`config.mk`:
```
export PLATFORM = sky130hd
export DESIGN_NAME = mem_wb_stage
export DESIGN_NICKNAME = d
export VERILOG_FILES = /design/src/rtl/mem_wb_stage.sv
export SDC_FILE = /design/constraint.sdc
export NUM_CORES = 1
export LEC_CHECK = 0
export BUFFER_PORTS_ARGS = -buffer_cell sky130_fd_sc_hd__buf_2
export CORE_AREA = 2 2 121 123
export CTS_CLUSTER_SIZE = 16
export DETAILED_ROUTE_END_ITERATION = 8
export DIE_AREA = 0 0 123 125
export SYNTH_ARGS = -nofsm -noshare
export SYNTH_HDL_FRONTEND = slang
export SYNTH_SLANG_ARGS = --single-unit
```
`constraint.sdc`:
```
create_clock -name clock -period 2.5 [get_ports clock]
set_input_delay 0.625 -clock clock [delete_from_list [all_inputs] [get_ports clock]]
set_output_delay 0.625 -clock clock [all_outputs]
set_load 0.05 [all_outputs]
```
`src/rtl/mem_wb_stage.sv`:
```
// MEM stage of the 5-stage MIPS pipe: issues loads/stores on a req/ack data bus,
// stalls the front of the pipe while an access is outstanding, and holds the MEM/WB register.
module mem_wb_stage #(
  parameter int TIMEOUT_CYCLES = 16,
  parameter int CNT_W          = 5
) (
  input  logic        clock,
  input  logic        reset,
  input  logic [31:0] npc_mem,
  input  logic [31:0] alu_result_mem,
  input  logic [31:0] data2_mem,
  input  logic [4:0]  num_write_mem,
  input  logic [1:0]  s_data_write_mem,
  input  logic        reg_write_mem,
  input  logic        mem_write_mem,
  input  logic        mem_read_mem,
  output logic        dmem_req,
  output logic        dmem_we,
  output logic [31:0] dmem_addr,
  output logic [31:0] dmem_wdata,
  input  logic        dmem_ack,
  input  logic [31:0] dmem_rdata,
  output logic        stall_mem,
  output logic [31:0] npc_wb,
  output logic [31:0] alu_result_wb,
  output logic [31:0] mem_data_wb,
  output logic [4:0]  num_write_wb,
  output logic [1:0]  s_data_write_wb,
  output logic        reg_write_wb,
  output logic        bus_error
);

  typedef enum logic {IDLE, WAIT} state_t;

  state_t           state_q, state_d;
  logic [CNT_W-1:0] cnt_q, cnt_d;

  logic mem_op, in_wait, timeout, retire, capture, load_hit;

  assign mem_op   = mem_read_mem | mem_write_mem;
  assign in_wait  = (state_q == WAIT);
  assign timeout  = in_wait & (cnt_q == CNT_W'(TIMEOUT_CYCLES - 1)) & ~dmem_ack;
  assign retire   = in_wait & (dmem_ack | timeout);
  assign capture  = (~in_wait & ~mem_op) | retire;
  // A simultaneous read+write is a store, so it never returns load data.
  assign load_hit = in_wait & dmem_ack & mem_read_mem & ~mem_write_mem;

  assign dmem_req   = in_wait;
  assign dmem_we    = mem_write_mem;
  assign dmem_addr  = {alu_result_mem[31:2], 2'b00};
  assign dmem_wdata = data2_mem;
  // Reset forces the stall low so upstream registers can be cleared alongside us.
  assign stall_mem  = ~reset & ((~in_wait & mem_op) | (in_wait & ~dmem_ack & ~timeout));

  always_comb begin
    state_d = state_q;
    cnt_d   = cnt_q;
    case (state_q)
      IDLE: begin
        if (mem_op) begin
          state_d = WAIT;
          cnt_d   = '0;
        end
      end
      WAIT: begin
        if (retire) state_d = IDLE;
        else        cnt_d   = cnt_q + 1'b1;
      end
      default: state_d = IDLE;
    endcase
  end

  always_ff @(posedge clock) begin
    if (reset) begin
      state_q         <= IDLE;
      cnt_q           <= '0;
      bus_error       <= 1'b0;
      npc_wb          <= '0;
      alu_result_wb   <= '0;
      mem_data_wb     <= '0;
      num_write_wb    <= '0;
      s_data_write_wb <= '0;
      reg_write_wb    <= 1'b0;
    end else begin
      state_q <= state_d;
      cnt_q   <= cnt_d;
      if (timeout) bus_error <= 1'b1;
      if (capture) begin
        npc_wb          <= npc_mem;
        alu_result_wb   <= alu_result_mem;
        mem_data_wb     <= load_hit ? dmem_rdata : 32'h0;
        num_write_wb    <= num_write_mem;
        s_data_write_wb <= s_data_write_mem;
        reg_write_wb    <= reg_write_mem;
      end else begin
        // Bubble: only the write enable drops, the payload holds its last value.
        reg_write_wb <= 1'b0;
      end
    end
  end

endmodule

```
==> impl_metrics.json, run 1 <==
{
  "synth_top_family_by_area": "compound AO/OA/AOI/OAI gates",
  "synth_warnings": 0,
  "die_w_um": 123,
  "finalSetupTns_ns": 0,
  "synth_edf_count": 0,
  "htree_levels": 3,
  "critPathKind": "flop to output port",
  "synth.area.mux_share_pct": 0.285,
  "grt_max_degree": 104,
  "outcome": "finished clean",
  "io_pins": 313,
  "ir_drop_mv": 0.370,
  "place_hpwl_um": 7020,
  "ys_seq_area_share_pct": 56.3,
  "clk_pin_slew_ns": 0.07,
  "cts_root_buf": "clkbuf_16",
  "synth_xor_area_share_pct": 0.222,
  "power_density_mw_per_mm2": 838,
  "drc": 0,
  "cp_common_cell": "ha_4",
  "worstMarginPinSlew_ns": 0.559,
  "synth.ff_latch_count": 111,
  "path_max_fanout": 3,
  "cpMaxStageDelayCell": "dfxtp_2",
  "grt_pass1_vias": 2967,
  "drt-total-wl_um": 9710,
  "place.port_buffers": 246,
  "holdWs_ns": 0.473,
  "clkSinkCount": 111,
  "n_antenna_cell": 0,
  "synth_area_mm2": 0.00395,
  "clockBufferDepth": 2,
  "row_count": 44,
  "dpl_cell_area_mm2": 0.00487,
  "grt_pass1_wl_um": 14300,
  "area_growth_pct": 35.0,
  "vias": 3139,
  "power_uw": 4460,
  "synth_compound_area_share_pct": 24.5,
  "die-area_mm2": 0.0154,
  "fin_util_pct": 37.5,
  "rsz0062_at_grt": "false",
  "maxCapViolations": 0,
  "crit_required_ns": 1.88,
  "hold_buffers": 0,
  "synthAdderAreaFrac_pct": 0.634,
  "wire_per_inst_um": 13.9,
  "synthSimpleGateAreaFrac_pct": 2.35,
  "ys_types": 25,
  "design.core.area_mm2": 0.0142,
  "final_common_cell": "buf_2",
  "fmax_mhz": 411,
  "antenna_left": 0,
  "async_flop_share_pct": 0,
  "seqCellArea_mm2": 0.00222,
  "drtIter0Drc": 109,
  "antenna_found_initial": 0,
  "fin_crit_ns": 2.43,
  "synth_cells": 329,
  "synth.avg_cell_area_um2": 12.0,
  "slew_headroom_pct": 62.7,
  "grt_remaining_overflow": 0,
  "dieHeight_um": 125,
  "cp-end-kind": "output port",
  "layout-drive-gt1-share_pct": 55.0,
  "start_util_pct": 27.8,
  "grt_util_all_layers_pct": 11.8,
  "multi_input_area_mm2": 0.00116,
  "clock_insertion_delay_worst_skew_ns": 0.34,
  "dr.pass1.iters": 4,
  "hold_class": "flop to flop",
  "cts_buffers": 9,
  "startpoint_type": "flop",
  "cts_tree": "done",
  "fin_nets": 651,
  "critPathArrivalTime_ns": 1.81,
  "layout.cells.most_common_list": "245 x buf_2, 109 x dfxtp_1, 105 x a22o_1",
  "skew_ns": 0.00881,
  "final-hold-violation-count": 0,
  "maxSlewViolCount": 0,
  "finalCritPeriodShare_pct": 97.2,
  "max_stage_delay_ns": 0.34,
  "p_leak_uw": 0.00270,
  "crit_chain": "ha_4, and3_4, ha_4, o21a_4, nor3_4, buf_6",
  "gp_congestion": 0.755,
  "fill_cells": 1425,
  "ys.flop_type": "dfxtp_1",
  "via_per_inst": 4.50,
  "finalInstanceArea_mm2": 0.00532,
  "finalSetupViolCount": 0
}
-- through the flow --
step                      std cells  worst slack [ns]
after global placement          677             0.183
final                           697            0.0691
after CTS                       697            0.0105
after floorplan                 330             0.164
after detailed placement        677             0.136
after global routing            697            0.0107
-- sequential cells by signal (all words and copies together), names as in the netlist --
signal           cells
alu_result_wb       32
mem_data_wb         32
npc_wb              32
cnt_q                5
num_write_wb         5
s_data_write_wb      2
bus_error            1
dmem_req             1
reg_write_wb         1
-- routing by layer --
| layer | wire [µm] | up-vias | track usage (%) |
|---|---|---|---|
| met5 | 0 | - | 0 |
| met4 | 398 | 0 | 7.55 |
| met3 | 837 | 39 | 3.51 |
| met2 | 4830 | 147 | 20.6 |
| li1 | - | 1494 | - |
| met1 | 3640 | 1459 | 12.2 |
-- repair_timing --
item	4_1_cts	5_1_grt
setup endpoints to repair	1	1
setup buffers	4	0
pin swaps	2	2
cloned	0	0
resized for setup	11	0
-- power by group --
part           leakage (µW)  internal [µW]  switching [µW]
Combinational       0.00161            220             588
Clock              0.000183           1090             652
Sequential         0.000907           1860            46.0
-- cell type report --
type / count / area share, %
flip-flops and latches: 111 / 41.8
repair buffers: 254 / 24.8
multi-input cells: 130 / 21.9
well taps: 184 / 4.32
clock buffers: 9 / 4.23
clock inverters: 7 / 2.80
inverters: 2 / 0.141
-- worst paths after layout --
check,cells past startpoint,to,slack [ns],start
worst max register to register,7,mem_data_wb[8],0.48,cnt_q[0]
worst min register to register,1,npc_wb[21],0.47,npc_wb[21]
worst min-delay path,1,npc_wb[21],0.47,npc_wb[21]
worst max-delay path,6,stall_mem,0.07,cnt_q[0]
-- synth_stat cells, types with 2 or more instances --
| cell | n | area (µm²) |
|---|---|---|
| a22o_1 | 105 | 920 |
| a31oi_1 | 2 | 12.5 |
| buf_2 | 8 | 40.0 |
| buf_4 | 72 | 541 |
| clkbuf_1 | 7 | 26.3 |
| dfxtp_1 | 111 | 2220 |
| ha_1 | 2 | 25.0 |
| inv_1 | 2 | 7.51 |
| nand2b_1 | 2 | 12.5 |
| nor3_2 | 2 | 20.0 |
| nor4b_2 | 2 | 30.0 |
-- worst max-delay path: cells and delay by family (launching register included) --
family	cells	cell delay, ns
fa+ha+maj	2	0.31
flops	1	0.34
compound gates	1	0.20
simple gates	2	0.41
buf+inv	1	0.20
-- kinds of logic (layout without fill, tap and decap cells) --
group,Yosys count,count (layout)
AO/OA/AOI/OAI,112,112
flip-flops,111,111
buffers and inverters,89,272
AND/OR/NAND/NOR,12,12
adder cells (fa/ha/maj),2,2
other,1,2
XOR/XNOR,1,1
multiplexers,1,1
Power figures use the tool's default switching activity.
==> run 2: changes to the inputs <==
--- a/config.mk
+++ b/config.mk
@@ -6,10 +6,13 @@
 export NUM_CORES = 1
 export LEC_CHECK = 0
 export BUFFER_PORTS_ARGS = -buffer_cell sky130_fd_sc_hd__buf_2
-export CORE_AREA = 2 2 121 123
+export CELL_PAD_IN_SITES_DETAIL_PLACEMENT = 0
+export CELL_PAD_IN_SITES_GLOBAL_PLACEMENT = 1
+export CORE_MARGIN = 1.5
+export CORE_UTILIZATION = 25
 export CTS_CLUSTER_SIZE = 16
 export DETAILED_ROUTE_END_ITERATION = 8
-export DIE_AREA = 0 0 123 125
+export PLACE_DENSITY = 0.69
 export SYNTH_ARGS = -nofsm -noshare
 export SYNTH_HDL_FRONTEND = slang
 export SYNTH_SLANG_ARGS = --single-unit
==> impl_metrics.json, run 2 (same netlist as run 1, synthesis figures left out) <==
{
  "drtIter0Drc": 82,
  "design.core.area_mm2": 0.0153,
  "fmax_mhz": 418,
  "cts_root_buf": "clkbuf_16",
  "p_sw_uw": 1240,
  "top_regs": "alu_result_wb x32, mem_data_wb x32, npc_wb x32",
  "slew_headroom_pct": 60.8,
  "htree_levels": 3,
  "start_util_pct": 25.8,
  "clock_power_share_pct": 35.7,
  "outcome": "finished clean",
  "layout.cells.most_common_list": "245 x buf_2, 109 x dfxtp_1, 105 x a22o_1",
  "dr.pass1.iters": 4,
  "via_per_inst": 4.24,
  "p_sw_share_pct": 29.4,
  "finalSetupTns_ns": 0,
  "power_density_mw_per_mm2": 801,
  "gp_congestion": 0.694,
  "critPathArrivalTime_ns": 1.77,
  "io_pins": 313,
  "final-hold-violation-count": 0,
  "hold_class": "flop to flop",
  "grt_remaining_overflow": 0,
  "n_antenna_cell": 0,
  "finalSetupViolCount": 0,
  "seq_power_share_pct": 45.2,
  "dp_cells": 704,
  "antenna_left": 0,
  "finalCritPeriodShare_pct": 95.8,
  "cts_buffers": 9,
  "skew_ns": 0.00778,
  "fin_cells": 721,
  "wire_per_inst_um": 12.9,
  "worstMarginPinSlew_ns": 0.586,
  "cp-end-kind": "output port",
  "combPwrFrac_pct": 19.1,
  "clockBufferDepth": 2,
  "maxCapViolations": 0,
  "holdWs_ns": 0.467,
  "p_leak_uw": 0.00266,
  "fill_cells": 1582,
  "final_common_cell": "buf_2",
  "critPathKind": "flop to output port",
  "die_w_um": 129,
  "die-area_mm2": 0.0165,
  "path_max_fanout": 3,
  "clkSinkCount": 111,
  "place_hpwl_um": 6560,
  "crit_required_ns": 1.88,
  "p_int_uw": 2970,
  "ir_drop_mv": 0.285,
  "hold_buffers": 0,
  "area_growth_pct": 33.2,
  "dieHeight_um": 129,
  "place.port_buffers": 246,
  "clk_pin_slew_ns": 0.07,
  "layout-drive-gt1-share_pct": 54.1,
  "rsz0062_at_grt": "false",
  "maxSlewViolCount": 0,
  "row_count": 45,
  "clock_insertion_delay_worst_skew_ns": 0.34,
  "startpoint_type": "flop",
  "grt_max_degree": 104,
  "vias": 3054,
  "drc": 0,
  "cts_tree": "done",
  "drt-total-wl_um": 9330,
  "grt_pass1_vias": 2871,
  "fin_nets": 650,
  "grt_util_all_layers_pct": 10.5,
  "grt_pass1_wl_um": 13600,
  "antenna_found_initial": 0,
  "fin_crit_ns": 2.40
}
## run 2: changes by cell type in the layout (fill, tap and decap cells not counted), moves of 2 or more
cell / change
bufinv_16: -2
ha_2: +2
ha_4: -2
inv_6: -2
## run 2: what timing repair did
action	CTS	global route
buffers inserted	3	0
gates resized for setup	6	0
gates cloned	0	0
pin swaps	2	1
endpoints found under the setup margin	1	1
hold endpoints to repair	0	0
## run 2: path summary, 6_finish.rpt
kind                                start                 end  slack (ns)  depth (start not counted)
worst min-delay path            bus_error           bus_error        0.47                          2
worst max-delay path             cnt_q[0]           stall_mem        0.10                          6
worst min register to register  bus_error           bus_error        0.47                          2
worst max register to register   cnt_q[0]  s_data_write_wb[0]        0.39                          8
## run 2: per-layer routing
metal | vias up | global-route usage (%) | part of all wire (%)
met1 | 1394 | 11.6 | 41
met4 | 0 | 5.68 | 2.8
met3 | 24 | 3.24 | 7.8
met5 | - | 0 | 0
met2 | 145 | 18.2 | 49
li1 | 1491 | - | -
## run 2: worst max-delay path, stage by stage (launching register included)
cell and delay (ns):
dfxtp_2 0.33, ha_2 0.19, and3_1 0.18, ha_2 0.17, o21a_1 0.22, nor3_4 0.14, buf_6 0.19
## run 2: power groups by stage
stage	registers [µW]	logic, µW	clock network (µW)
2_1_floorplan	2250	434	0
3_3_place_gp	1940	800	0
3_5_place_dp	1940	805	0
4_1_cts	1900	812	1580
5_1_grt	1910	842	1650
6_report	1900	803	1500
## run 2: cell type report
cell class              instances  area [µm²]  area share (%)
clock buffers                  11         243            4.62
clock inverters                 3        68.8            1.31
inverters                       2        7.51           0.143
multi-input cells             130        1130            21.5
flip-flops and latches        111        2220            42.3
well taps                     211         264            5.02
repair buffers                253        1320            25.0
## run 2: stage by stage
step | setup WS, ns | utilization [%] | area (µm²) | power, µW
after CTS | 0.00290 | 34.3 | 5260 | 4290
after global placement | 0.160 | 32.0 | 4910 | 2740
final | 0.105 | 34.3 | 5260 | 4210
after global routing | 0.0156 | 34.3 | 5260 | 4400
after floorplan | 0.164 | - | 3950 | 2690
after detailed placement | 0.131 | 32.0 | 4910 | 2750
